--- config.mk ---
export PLATFORM = sky130hd
export DESIGN_NAME = xrisc_store_monitor
export DESIGN_NICKNAME = d
export VERILOG_FILES = /design/src/rtl/xrisc_store_monitor.sv
export SDC_FILE = /design/constraint.sdc
export NUM_CORES = 1
export LEC_CHECK = 0
export ABC_AREA = 1
export CAP_MARGIN = 5
export CORE_ASPECT_RATIO = 1.4
export CORE_UTILIZATION = 39
export DETAILED_ROUTE_END_ITERATION = 16
export HOLD_SLACK_MARGIN = 0.1
export PLACE_DENSITY = 0.78
export SETUP_SLACK_MARGIN = 0.05
export SYNTH_ARGS = -nofsm -noshare
export SYNTH_HDL_FRONTEND = slang
export SYNTH_SLANG_ARGS = --single-unit
--- constraint.sdc ---
create_clock -name clk -period 2.2 [get_ports clk]
set_clock_uncertainty 0.05 [all_clocks]
set_input_delay 0.66 -clock clk [delete_from_list [all_inputs] [get_ports clk]]
set_output_delay 0.66 -clock clk [all_outputs]
set_load 0.01 [all_outputs]
--- src/rtl/xrisc_store_monitor.sv ---
// rtl/xrisc_store_monitor.sv - store-trace monitor and pass/fail/timeout detector for the X-RISC core
// Trace buffer is built only when XRISC_MON_TRACE_EN is defined.
module xrisc_store_monitor #(
  parameter int              XLEN        = 32,
  parameter int              DEPTH       = 16,
  parameter logic [XLEN-1:0] TOHOST_ADDR = XLEN'(100),
  parameter logic [XLEN-1:0] PASS_VALUE  = XLEN'(25),
  parameter int              TIMEOUT     = 1024
) (
  input  logic                     clk,
  input  logic                     reset,
  input  logic                     mem_write,
  input  logic [XLEN-1:0]          data_adr,
  input  logic [XLEN-1:0]          write_data,
  input  logic                     rd_en,
  output logic                     rd_valid,
  output logic [XLEN-1:0]          rd_adr,
  output logic [XLEN-1:0]          rd_data,
  output logic [$clog2(DEPTH):0]   trace_count,
  output logic                     overflow,
  output logic                     done,
  output logic                     pass,
  output logic                     timeout,
  output logic [31:0]              cycle_count
);

  localparam int          AW       = $clog2(DEPTH);
  localparam int          CW       = AW + 1;
  localparam logic [31:0] TMO_LAST = 32'(TIMEOUT - 1);

  typedef enum logic [1:0] {S_RUN, S_PASS, S_FAIL, S_TMO} state_t;

  state_t state, state_nx;
  logic   in_run;
  logic   sig_store;

  assign in_run    = (state == S_RUN);
  assign sig_store = mem_write && (data_adr == TOHOST_ADDR);

  always_ff @(posedge clk) begin
    if (!reset) state <= S_RUN;
    else        state <= state_nx;
  end

  // A signature store on the last allowed cycle takes priority over timeout.
  always_comb begin
    state_nx = state;
    if (state == S_RUN) begin
      if (sig_store)
        state_nx = (write_data == PASS_VALUE) ? S_PASS : S_FAIL;
      else if (cycle_count == TMO_LAST)
        state_nx = S_TMO;
    end
  end

  always_ff @(posedge clk) begin
    if (!reset) begin
      done        <= 1'b0;
      pass        <= 1'b0;
      timeout     <= 1'b0;
      cycle_count <= 32'd0;
    end else begin
      done    <= (state_nx != S_RUN);
      pass    <= (state_nx == S_PASS);
      timeout <= (state_nx == S_TMO);
      if (in_run && (cycle_count != 32'hFFFF_FFFF))
        cycle_count <= cycle_count + 32'd1;
    end
  end

`ifdef XRISC_MON_TRACE_EN
  logic [XLEN-1:0] mem_adr [DEPTH];
  logic [XLEN-1:0] mem_dat [DEPTH];
  logic [AW-1:0]   wptr, rptr;
  logic            push, pop, full;

  assign push = in_run && mem_write;
  assign pop  = rd_en && (trace_count != '0);
  assign full = (trace_count == CW'(DEPTH));

  always_ff @(posedge clk) begin
    if (push) begin
      mem_adr[wptr] <= data_adr;
      mem_dat[wptr] <= write_data;
    end
  end

  // When full, a lone push lands on the oldest slot, so the read pointer moves with it.
  always_ff @(posedge clk) begin
    if (!reset) begin
      wptr        <= '0;
      rptr        <= '0;
      trace_count <= '0;
      overflow    <= 1'b0;
      rd_valid    <= 1'b0;
      rd_adr      <= '0;
      rd_data     <= '0;
    end else begin
      rd_valid <= pop;
      if (pop) begin
        rd_adr  <= mem_adr[rptr];
        rd_data <= mem_dat[rptr];
      end
      if (push)
        wptr <= wptr + AW'(1);
      if (pop || (push && full))
        rptr <= rptr + AW'(1);
      if (push && full && !pop)
        overflow <= 1'b1;
      if (push && !pop && !full)
        trace_count <= trace_count + CW'(1);
      else if (pop && !push)
        trace_count <= trace_count - CW'(1);
    end
  end
`else
  logic unused_rd_en;

  assign unused_rd_en = rd_en;
  assign rd_valid     = 1'b0;
  assign rd_adr       = '0;
  assign rd_data      = '0;
  assign trace_count  = '0;
  assign overflow     = 1'b0;
`endif

endmodule

# == Word-level counts from Yosys, hierarchy flattened ==
# Cells that the tools add are included.
# W data, S select, Z words.
# word_totals
register_bits,37
input_bits,68
out_inout_bits,106
word_cells,20
# op_classes
eq_ne,6
reduce_logical,4
mux,4
n_addsub,1
# op_table
cell,count
$add A32 B1 Y32 const B,1
$eq A32 B10 Y1 const B,1
$eq A32 B5 Y1 const B,1
$eq A32 B7 Y1 const B,1
$ne A32 B32 Y1 const B,1
$mux W2,4
$eq A2 B1 Y1 const B,1
$eq A2 B2 Y1 const B,1
$logic_and A1 B1 Y1,2
$logic_not A2 Y1,1
$reduce_bool A2 Y1,1

# == Longest topological paths before layout ==
# Gate-level depths: netlist of the first run.
# logic_depth
word_depth,5
depth_mapped,13
ltp_nobuf,12

# == Least setup slack after synthesis of the first run ==
# OpenSTA, ideal clock, no wires.
# synth_path
kind,flip-flop to flip-flop
start,register cycle_count[0]
end,register cycle_count[9]
arrival_ps,1667
period_less_slack_ps,1852
required_time_ps,2015
n_path_buf,2
path_slack_ps,348
setup_time_ps,135
stages_incl_launch_ff,13
cell_sequence,dfxtp_1 > ha_1 > nand3_1 > inv_1 > nand2_2 > nor2_2 > nand2_2 > nand2_4 > inv_2 > buf_6 > buf_6 > nand2_2 > a21oi_2
# synth_between
elab_chain_len,2
word_cells_on_any_way,3
cone_classes,add/sub (1); eq/ne (1); reduce/logical (1)
# synth_rtl
item,line_no,text
start: declaration,24,output logic [31:0] cycle_count
start signal: assignment,67,cycle_count <= cycle_count + 32'd1;
"parallel branches: the longest is 2 deep, another holds $add A32 B1 Y32",n/a,
# Parallel ways; which one is timed is not known.
# A chain may end at the register's enable or synchronous reset.

# == Worst setup path after layout of the first run ==
# layout_path
start,register cycle_count[10]
end,output port cycle_count[10]
# No word-level cell between the ends.

==> impl_metrics.py, run 1 <==
metrics = {
    "clock_tree": {
        "h-tree-depth": 2,
        "cts_hold_buf": 0,
        "cts_tree": "built",
        "cts_setup_buffers": 0,
        "cts_sinks": 37,
        "clk_pin_slew_ps": 80,
        "cts_buffers": 5,
        "clk-insertion-delay-late_ps": 290,
        "root_buffer": "clkbuf_8",
        "clock_path_buffers": 2,
        "ctsResizeCount": 0,
    },
    "global_route": {
        "grtUsageMet1_pct": 20.4,
        "grt_busiest_layer": "met2",
        "grt_pass1_wl_um": 13000,
        "track_usage_pct": 19.5,
        "met2_usage_pct": 38.2,
        "grt_max_degree": 27,
        "grt_remaining_overflow": 0,
        "use_met3_pct": 2.88,
        "grt_pass1_vias": 3015,
        "antenna_found_initial": 0,
    },
    "synthesis": {
        "synth_xor_area_share_pct": 3.93,
        "synth-edff-count": 0,
        "synth_area_mm2": 0.00312,
        "synthMuxAreaShare_pct": 0,
        "syn_inst": 515,
        "synth_area_per_cell_um2": 6.06,
        "synth_seq_cells": 37,
        "ys_types": 29,
        "synth_compound_area_share_pct": 5.57,
        "ys_seq_area_share_pct": 23.7,
        "synth_flop_cell": "dfxtp_1",
        "synth_top_area_share_pct": 23.7,
        "async_flop_share_pct": 0,
        "ys_warn_count": 0,
        "synthAdderAreaFrac_pct": 0.401,
        "yosys.area.top_type": "dfxtp_1",
        "yosys.area_share.simple_pct": 42.3,
        "synth_top_family_by_area": "simple AND/OR/NAND/NOR gates",
        "synth.area.top_cells": "dfxtp_1 24%, nand2_1 18%, buf_4 18%",
    },
    "place": {
        "pre_cts_ws_ps": -72.5,
        "io_buffers": 101,
        "place.gp.congestion": 0.888,
        "place_inst": 718,
        "post-dp-hpwl_um": 6530,
    },
    "cells_and_area": {
        "layout-drive-gt1-share_pct": 7.67,
        "final.fill_count": 791,
        "fin_util_pct": 53.2,
        "fin_cells": 726,
        "nets": 694,
        "final_cell_mix": "153 x nand2_1, 101 x clkdlybuf4s50_1, 97 x nor2_1",
        "syn_to_final_growth_pct": 31.9,
        "antennaDiodeCount": 0,
        "layout_commonest_cell": "nand2_1",
    },
    "sta": {
        "setup_violations": 0,
        "rsz0062_at_grt": "false",
        "maxSlewViolCount": 0,
        "period_needed_ps": 2080,
        "fin_ws_ps": 121,
        "fmax_mhz": 481,
        "fin_crit_sh_pct": 94.5,
        "finalHoldViolCount": 0,
    },
    "pwr": {
        "leakagePower_nw": 1.67,
        "power_mw": 1.39,
        "peakVddDrop_v": 0.000228,
        "power_density_mw_per_mm2": 337,
    },
    "setup_path": {
        "reg2regPathDepth": 11,
        "startpoint_type": "flip-flop",
        "crit_chain": "clkdlybuf4s50_1",
        "path_delay_family": "buffers and inverters",
        "worstSetupEndpointType": "primary output",
        "cpPeakStageDelay_ps": 590,
        "crit_type": "reg -> out",
        "cp.depth": 1,
        "cp.required_ps": 1490,
        "path_buf_inv": 1,
        "slowest_stage": "clkdlybuf4s50_1",
        "crit_path_max_fanout": 6,
        "critPathArrivalTime_ps": 1370,
    },
    "outcome": {
        "status": "completed",
    },
    "floorplan": {
        "core_area_mm2": 0.00775,
        "die_h_um": 108,
        "chipWidth_um": 77.6,
        "initial_core_util_pct": 40.3,
        "die-area_mm2": 0.00837,
        "fp-row-count": 38,
        "io_pins": 174,
    },
    "routing": {
        "num_vias": 3268,
        "drt_wl_total_um": 7870,
        "drt_pre_antenna_iters": 4,
        "postRouteAntennaNets": 0,
        "route.detailed.drc": 0,
        "vias_per_cell": 4.50,
        "avgRoutedWirePerCell_um": 10.8,
        "drtIter0Drc": 162,
    },
    "hold_path": {
        "hold_path_depth": 2,
        "hp-class": "reg -> reg",
    },
    "job": {
        "cap_violations": 0,
    },
}
## synth_stat cells (4+ instances only)
master / n
nand3b_1: 4
a21oi_1: 19
dfxtp_1: 37
nor3b_1: 5
nor2_1: 97
nand4_1: 6
nor3_1: 8
nand3_1: 16
inv_2: 4
nand2_2: 12
o21ai_0: 7
nand2_1: 153
xor2_1: 11
a21oi_2: 5
inv_1: 36
buf_4: 74
## power breakdown
group	total [mW]	internal, mW	switching, mW
Sequential	0.679	0.674	0.00526
Clock	0.473	0.220	0.253
Combinational	0.235	0.127	0.108
## metrics by stage
| step | area [µm²] | hold WS [ps] | setup TNS (ps) |
|---|---|---|---|
| after floorplan | 3390 | 461 | 0 |
| after global placement | 4030 | 442 | -7.67 |
| after detailed placement | 4030 | 450 | -225 |
| after CTS | 4110 | 461 | 0 |
| after global routing | 4120 | 475 | 0 |
| final | 4120 | 455 | 0 |
## per-layer routing
metal  up-vias  wire length [µm]
met1      1434              3060
met5         -                 0
met2       157              4180
li1       1662                 -
met3        15               469
met4         0               165
## final timing paths
check / startpoint / to / slack (ps)
setup / recovery: cycle_count[10] / cycle_count[10] / 120
hold / removal: cycle_count[23] / cycle_count[23] / 460
setup reg to reg: cycle_count[1] / cycle_count[15] / 180
hold reg to reg: cycle_count[23] / cycle_count[23] / 460
## worst reg2reg max path: stages (launching register included)
cell     delay (ps)
dfxtp_1         400
ha_1            240
nand3_1         190
inv_1           110
nand2_2          60
nor2_2          150
nand2_2          80
nand2_4         140
inv_2           150
buf_12          190
nand2_1          70
a21oi_1          60
## state kept, by name, indices dropped and copies added (netlist names)
name / flops
state: 2
done: 1
timeout: 1
cycle_count: 32
pass: 1
## area by class of cell
type                    count  area, µm²  share of cell area, %
clock buffers               6       72.6                   1.76
clock inverters             2       10.0                  0.243
inverters                  41        154                   3.74
multi-input cells         427       1900                   46.0
flip-flops and latches     37        741                   18.0
well taps                 100        125                   3.04
repair buffers            113       1120                   27.2
## cells by family (layout without fill, tap and decap cells)
logic type               after synthesis  in the layout
AO/OA/AOI/OAI                         31             31
XOR/XNOR                              14             14
adder cells (fa/ha/maj)                1              1
buffers and inverters                121            162
flip-flops                            37             37
other                                  1             71
AND/OR/NAND/NOR                      310            310
(Power assumes the default switching activity.)
==> run 2: changes to the inputs <==
--- a/config.mk
+++ b/config.mk
@@ -5,13 +5,12 @@
 export SDC_FILE = /design/constraint.sdc
 export NUM_CORES = 1
 export LEC_CHECK = 0
-export ABC_AREA = 1
 export CAP_MARGIN = 5
 export CORE_ASPECT_RATIO = 1.4
-export CORE_UTILIZATION = 39
+export CORE_UTILIZATION = 37
 export DETAILED_ROUTE_END_ITERATION = 16
 export HOLD_SLACK_MARGIN = 0.1
-export PLACE_DENSITY = 0.78
+export PLACE_DENSITY = 0.79
 export SETUP_SLACK_MARGIN = 0.05
 export SYNTH_ARGS = -nofsm -noshare
 export SYNTH_HDL_FRONTEND = slang
==> run 2 against run 1 <==
Final cell count shrank 25%. Maximum frequency shrank 1.7%. Critical path depth grew 6. Synthesized cell count shrank 36%. Count of clock-buffer cells in the layout shrank 1. Combinational power grew 3%. Setup slack lost 36 ps. Synthesized area shrank 15%. Die area shrank 11%. First-iteration DRC count shrank 51%. Via count shrank 15%. Global-route usage shrank 0.68 points. Critical endpoint is now timeout.
==> impl_metrics.py, run 2 <==
metrics = {
    "clock_tree": {
        "clk_pin_slew_ps": 80,
        "h-tree-depth": 2,
        "cts_sinks": 37,
        "root_buffer": "clkbuf_8",
        "cts_tree": "built",
        "cts_buffers": 5,
        "clk-insertion-delay-late_ps": 290,
        "clock_path_buffers": 2,
    },
    "pwr": {
        "peakVddDrop_v": 0.000376,
        "intPower_mw": 1.26,
        "power_density_mw_per_mm2": 417,
        "leakagePower_nw": 1.35,
        "p_seq_share_pct": 41.9,
        "power_mw": 1.62,
        "swShare_pct": 22.5,
        "combinationalPowerShare_pct": 14.9,
        "p_switching_uw": 365,
        "p_clk_share_pct": 43.2,
    },
    "setup_path": {
        "worstSetupEndpointType": "flip-flop",
        "startpoint_type": "input port",
        "cp.required_ps": 2380,
        "critPathArrivalTime_ps": 2290,
        "crit_type": "in -> reg",
        "crit_path_max_fanout": 4,
    },
    "floorplan": {
        "io_pins": 174,
        "chipWidth_um": 73.4,
        "core_area_mm2": 0.00694,
        "initial_core_util_pct": 38.1,
        "die_h_um": 102,
        "die-area_mm2": 0.00749,
        "fp-row-count": 36,
    },
    "synthesis": {
        "synth_area_per_cell_um2": 8.03,
        "synth_seq_cells": 37,
        "synth.area.top_cells": "dfxtp_1 28%, buf_4 20%, o31ai_1 6.0%",
        "ys_warn_count": 0,
        "synth-edff-count": 0,
        "syn_inst": 329,
        "synth_area_mm2": 0.00264,
        "synth_top_area_share_pct": 28.0,
        "ys_seq_area_share_pct": 28.0,
        "yosys.area.top_type": "dfxtp_1",
        "synth_flop_cell": "dfxtp_1",
        "yosysMostFrequentCell": "buf_4",
        "ys_types": 37,
        "synth.top_cells.by_count": "71 x buf_4, 37 x dfxtp_1, 30 x a21oi_1, 21 x o31ai_1, 21 x or4_1",
        "async_flop_share_pct": 0,
    },
    "place": {
        "post-dp-hpwl_um": 5510,
        "io_buffers": 101,
        "dpl_cell_area_mm2": 0.00362,
        "place.gp.congestion": 0.877,
    },
    "routing": {
        "postRouteAntennaNets": 0,
        "num_vias": 2785,
        "drtIter0Drc": 80,
        "vias_per_cell": 5.12,
        "route.detailed.drc": 0,
        "avgRoutedWirePerCell_um": 13.5,
        "drt_pre_antenna_iters": 4,
        "drt_wl_total_um": 7320,
    },
    "sta": {
        "fmax_mhz": 473,
        "setup_violations": 0,
        "fin_crit_sh_pct": 96.2,
        "maxSlewViolCount": 0,
        "rsz0062_at_grt": "true",
        "finalHoldViolCount": 0,
        "period_needed_ps": 2120,
    },
    "job": {
        "cap_violations": 0,
    },
    "cells_and_area": {
        "final_cell_mix": "101 x clkdlybuf4s50_1, 71 x conb_1, 37 x dfxtp_1",
        "layout_commonest_cell": "clkdlybuf4s50_1",
        "antennaDiodeCount": 0,
        "final_area_mm2": 0.00388,
        "nets": 517,
        "reg_top3": "cycle_count x32, state x2",
        "largest-register": "cycle_count",
        "syn_to_final_growth_pct": 46.9,
        "final.fill_count": 636,
        "layout-drive-gt1-share_pct": 12.2,
        "largest_reg_flops": 32,
    },
    "global_route": {
        "grt_pass1_vias": 2517,
        "grt_pass1_wl_um": 11200,
        "grt_max_degree": 23,
        "grt_remaining_overflow": 0,
        "antenna_found_initial": 0,
        "track_usage_pct": 18.9,
    },
    "hold_path": {
        "hp-class": "reg -> reg",
    },
    "outcome": {
        "status": "completed",
    },
}
-- run 2: cell count changes in the layout (fill, tap and decap cells not counted), sizes merged, moves of 6 or more --
cell,before,now
nand2,166,11
nor2,99,7
inv,40,8
o31ai,0,21
or4,0,21
nor4,0,18
buf,12,24
xor2,11,0
nor4b,0,8
or3,0,8
a21oi,24,30
and4,0,6
nand4,6,12
-- run 2: routing by layer --
layer	track usage, %	vias up	wire [µm]	share of wire (%)
li1	-	1355	-	-
met1	21.3	1293	2810	38
met2	35.6	119	3920	53
met3	2.56	18	432	5.9
met4	6.66	0	162	2.2
met5	0	-	0	0
-- run 2: final cells by class --
type / instances / area [µm²] / share of cell area, %
Timing Repair Buffer: 125 / 1200 / 31.0
Multi-Input combinational cell: 271 / 1650 / 42.6
Clock inverter: 3 / 65.1 / 1.68
Tap cell: 95 / 119 / 3.06
Inverter: 8 / 30.0 / 0.774
Sequential cell: 37 / 741 / 19.1
Clock buffer: 5 / 68.8 / 1.77
-- run 2: kinds of logic after synthesis --
kind of cell             share of synthesized area (%)
other                                            0.142
buffers and inverters                             23.7
AND/OR/NAND/NOR                                   30.4
AO/OA/AOI/OAI                                     16.9
XOR/XNOR                                         0.332
adder cells (fa/ha/maj)                          0.474
flip-flops                                        28.0
-- run 2: final timing paths --
check / start / endpoint / slack, ps / depth (start not counted)
max: data_adr[31] / timeout / 80 / 7
min: cycle_count[7] / cycle_count[7] / 460 / 2
min reg2reg: cycle_count[7] / cycle_count[7] / 460 / 2
max reg2reg: cycle_count[19] / cycle_count[15] / 190 / 6
-- run 2: power groups by stage --
| stage | Combinational, mW | Clock, mW | Sequential (mW) |
|---|---|---|---|
| 6_report | 0.242 | 0.699 | 0.678 |
| 5_1_grt | 0.262 | 0.734 | 0.679 |
| 4_1_cts | 0.233 | 0.705 | 0.679 |
| 3_5_place_dp | 0.230 | 0 | 0.694 |
| 3_3_place_gp | 0.226 | 0 | 0.694 |
| 2_1_floorplan | 0.175 | 0 | 0.696 |
-- run 2: worst max-delay path, stage by stage --
cell             delay, ps
clkdlybuf4s50_1        510
nor4_4                  60
nand4_1                110
nor3_2                  50
buf_4                  140
or4b_2                 620
a21oi_2                140
-- run 2: metrics by stage --
| stage | setup TNS [ps] | std cells | setup slack, ps | hold slack, ps | utilization (%) |
|---|---|---|---|---|---|
| 3_5_place_dp | -931 | 535 | -328 | 457 | 52.2 |
| 3_3_place_gp | -759 | 535 | -241 | 444 | 52.2 |
| 5_1_grt | 0 | 544 | 28.9 | 500 | 55.9 |
| 4_1_cts | 0 | 544 | 73.5 | 470 | 54.5 |
| 2_1_floorplan | 0 | 399 | 85.4 | 423 | - |
| 6_report | 0 | 544 | 84.4 | 463 | 55.9 |
-- run 2: timing repair --
action,4_1_cts,5_1_grt
pin swaps,4,5
endpoints found under the setup margin,1,12
hold buffers,0,0
gates resized for setup,3,20
buffers inserted,1,0
==> run 3: changes to the inputs <==
==> config.mk (replaced) <==
export PLATFORM = sky130hd
export DESIGN_NAME = xrisc_store_monitor
export DESIGN_NICKNAME = d
export VERILOG_FILES = /design/src/rtl/xrisc_store_monitor.sv
export SDC_FILE = /design/constraint.sdc
export NUM_CORES = 1
export LEC_CHECK = 0
export ABC_AREA = 1
export CORE_ASPECT_RATIO = 1.4
export CORE_UTILIZATION = 39
export DETAILED_ROUTE_END_ITERATION = 16
export HOLD_SLACK_MARGIN = 0.1
export PLACE_DENSITY = 0.78
export SETUP_SLACK_MARGIN = 0.5
export SYNTH_ARGS = -nofsm -noshare
export SYNTH_HDL_FRONTEND = slang
export SYNTH_SLANG_ARGS = --single-unit
==> run 3 against run 2 <==
Sequential power fell by 1%. Count of clock-buffer cells in the layout unchanged. Cell area increased by 26%. First-iteration DRC count increased by 110%. Sequential share of layout area shrank 2.5 points. Critical path type is now reg -> reg.
==> impl_metrics.py, run 3 (synthesized netlist as in run 1, its figures left out) <==
metrics = {
    "outcome": {
        "status": "completed",
    },
    "floorplan": {
        "chipWidth_um": 77.6,
        "die_h_um": 108,
        "initial_core_util_pct": 40.3,
        "core_area_mm2": 0.00775,
        "die-area_mm2": 0.00837,
        "fp-row-count": 38,
        "io_pins": 174,
    },
    "clock_tree": {
        "clk-insertion-delay-late_ps": 300,
        "clk_pin_slew_ps": 80,
        "root_buffer": "clkbuf_8",
        "cts_tree": "built",
        "cts_hold_buf": 0,
        "clock_path_buffers": 2,
        "h-tree-depth": 2,
        "cts_buffers": 5,
        "cts_sinks": 37,
    },
    "sta": {
        "max_slew.worst_pin.slew_ps": 551,
        "fmax_mhz": 570,
        "rsz0062_at_grt": "true",
        "fin_ws_ps": 445,
        "hold_slack_ps": 447,
        "finalHoldViolCount": 0,
        "maxSlewViolCount": 0,
        "period_needed_ps": 1750,
        "slew_headroom_pct": 63.1,
        "fin_crit_sh_pct": 79.8,
        "setup_violations": 0,
    },
    "pwr": {
        "combinationalPowerShare_pct": 17.1,
        "leakagePower_nw": 2.38,
        "power_density_mw_per_mm2": 284,
        "p_clk_share_pct": 34.7,
        "intPower_uw": 989,
        "p_seq_share_pct": 48.2,
        "swShare_pct": 28.7,
        "p_switching_uw": 399,
        "peakVddDrop_v": 0.000231,
    },
    "global_route": {
        "grt_pass1_wl_um": 14300,
        "antenna_found_initial": 0,
        "grt_pass1_vias": 3198,
        "grt_max_degree": 27,
        "track_usage_pct": 21.4,
        "grt_remaining_overflow": 0,
    },
    "cells_and_area": {
        "largest-register": "cycle_count",
        "final_area_mm2": 0.00488,
        "largest_reg_flops": 32,
        "layout-drive-gt1-share_pct": 28.6,
        "syn_to_final_growth_pct": 56.3,
        "reg_top3": "cycle_count x32, state x2",
        "fin_cells": 757,
        "layout_commonest_cell": "nand2_1",
        "nets": 725,
        "final_cell_mix": "132 x nand2_1, 78 x nor2_1, 71 x conb_1",
        "antennaDiodeCount": 0,
        "fin_util_pct": 63.0,
    },
    "place": {
        "io_buffers": 101,
        "pre_cts_ws_ps": -65.9,
        "post-dp-hpwl_um": 6480,
        "dpl_cell_area_mm2": 0.00405,
        "place.gp.congestion": 0.931,
        "place_inst": 719,
    },
    "routing": {
        "drt_wl_total_um": 9990,
        "num_vias": 3643,
        "top_layer": "met4",
        "drtIter0Drc": 168,
        "drt_pre_antenna_iters": 5,
        "avgRoutedWirePerCell_um": 13.2,
        "dr_wl_met2_um": 5430,
        "wl_met3_um": 681,
        "wl_met1_um": 3440,
        "vias_per_cell": 4.81,
        "postRouteAntennaNets": 0,
        "route.detailed.drc": 0,
    },
    "setup_path": {
        "reg2regPathDepth": 11,
        "worstSetupEndpointType": "flip-flop",
        "reg2reg_slack_ps": 450,
        "crit_path_max_fanout": 5,
        "cp.required_ps": 2330,
        "crit_type": "reg -> reg",
        "critPathArrivalTime_ps": 1890,
        "r2r_start": "cycle_count[0]",
        "critPathLaunch": "cycle_count[0]",
        "startpoint_type": "flip-flop",
        "reg2reg_to": "cycle_count[8]",
    },
    "hold_path": {
        "hold_path_depth": 2,
        "hp-class": "reg -> reg",
        "worstHoldEndpoint": "cycle_count[23]",
        "hold_start": "cycle_count[23]",
    },
    "job": {
        "cap_violations": 0,
    },
}
[run 3: changes by cell type in the layout (fill, tap and decap cells not counted), moves of 21 or more]
cell             delta
nand2_1           +121
clkdlybuf4s50_1    -98
nor2_1             +71
dlygate4sd2_1      +39
dfxtp_1            -30
dlymetal6s2s_1     +25
inv_1              +24
clkdlybuf4s15_1    +21
o31ai_1            -21
or4_1              -21
[run 3: layer usage]
metal	vias to the layer above	GRT usage, %
met4	0	9.16
met1	1657	22.5
met5	-	0
met2	214	41.3
li1	1731	-
met3	41	3.56
[run 3: how the worst max path moves through the flow]
stage               slack [ps]  depth (start not counted)              end
finish                     450                         11   cycle_count[8]
global route               380                          8  cycle_count[19]
CTS                        430                          2  cycle_count[14]
detailed placement         -70                         10             pass
global placement         -0.03                         10             pass
floorplan                  500                          9         state[1]
[run 3: repair_timing]
item / in CTS / in global routing
cloned: 4 / 2
endpoints found under the hold margin: 0 / 0
pin swaps: 44 / 72
resized for setup: 158 / 144
setup buffers: 20 / 4
setup endpoints to repair: 72 / 55
[run 3: final cells by class]
class                           instances  area (µm²)
Multi-Input combinational cell        428        2270
Sequential cell                        37         811
Inverter                               41         166
Timing Repair inverter                  1        8.76
Fill cell                             670        2870
Timing Repair Buffer                  142        1420
Tap cell                              100         125
Clock inverter                          3        17.5
Clock buffer                            5        68.8
[run 3: critical path: stages (launching register included)]
cell,delay (ps)
dfxtp_4,360
buf_6,120
ha_4,170
nand3_4,70
inv_2,50
nand2_4,80
nor2_4,50
nand2_4,100
nand2_4,120
clkbuf_16,210
nor3b_1,190
nor2_1,70
[run 3: through the flow]
| stage | power [mW] | setup TNS [ps] |
|---|---|---|
| 2_1_floorplan | 0.883 | 0 |
| 3_3_place_gp | 0.924 | -0.0309 |
| 3_5_place_dp | 0.928 | -252 |
| 4_1_cts | 1.39 | 0 |
| 5_1_grt | 1.44 | 0 |
| 6_report | 1.39 | 0 |
[run 3: power by group through the flow]
stage | combinational, mW | clock (mW) | sequential [mW]
finish | 0.237 | 0.482 | 0.669
global route | 0.262 | 0.509 | 0.669
CTS | 0.229 | 0.484 | 0.679
detailed placement | 0.231 | 0 | 0.697
global placement | 0.227 | 0 | 0.697
floorplan | 0.185 | 0 | 0.698
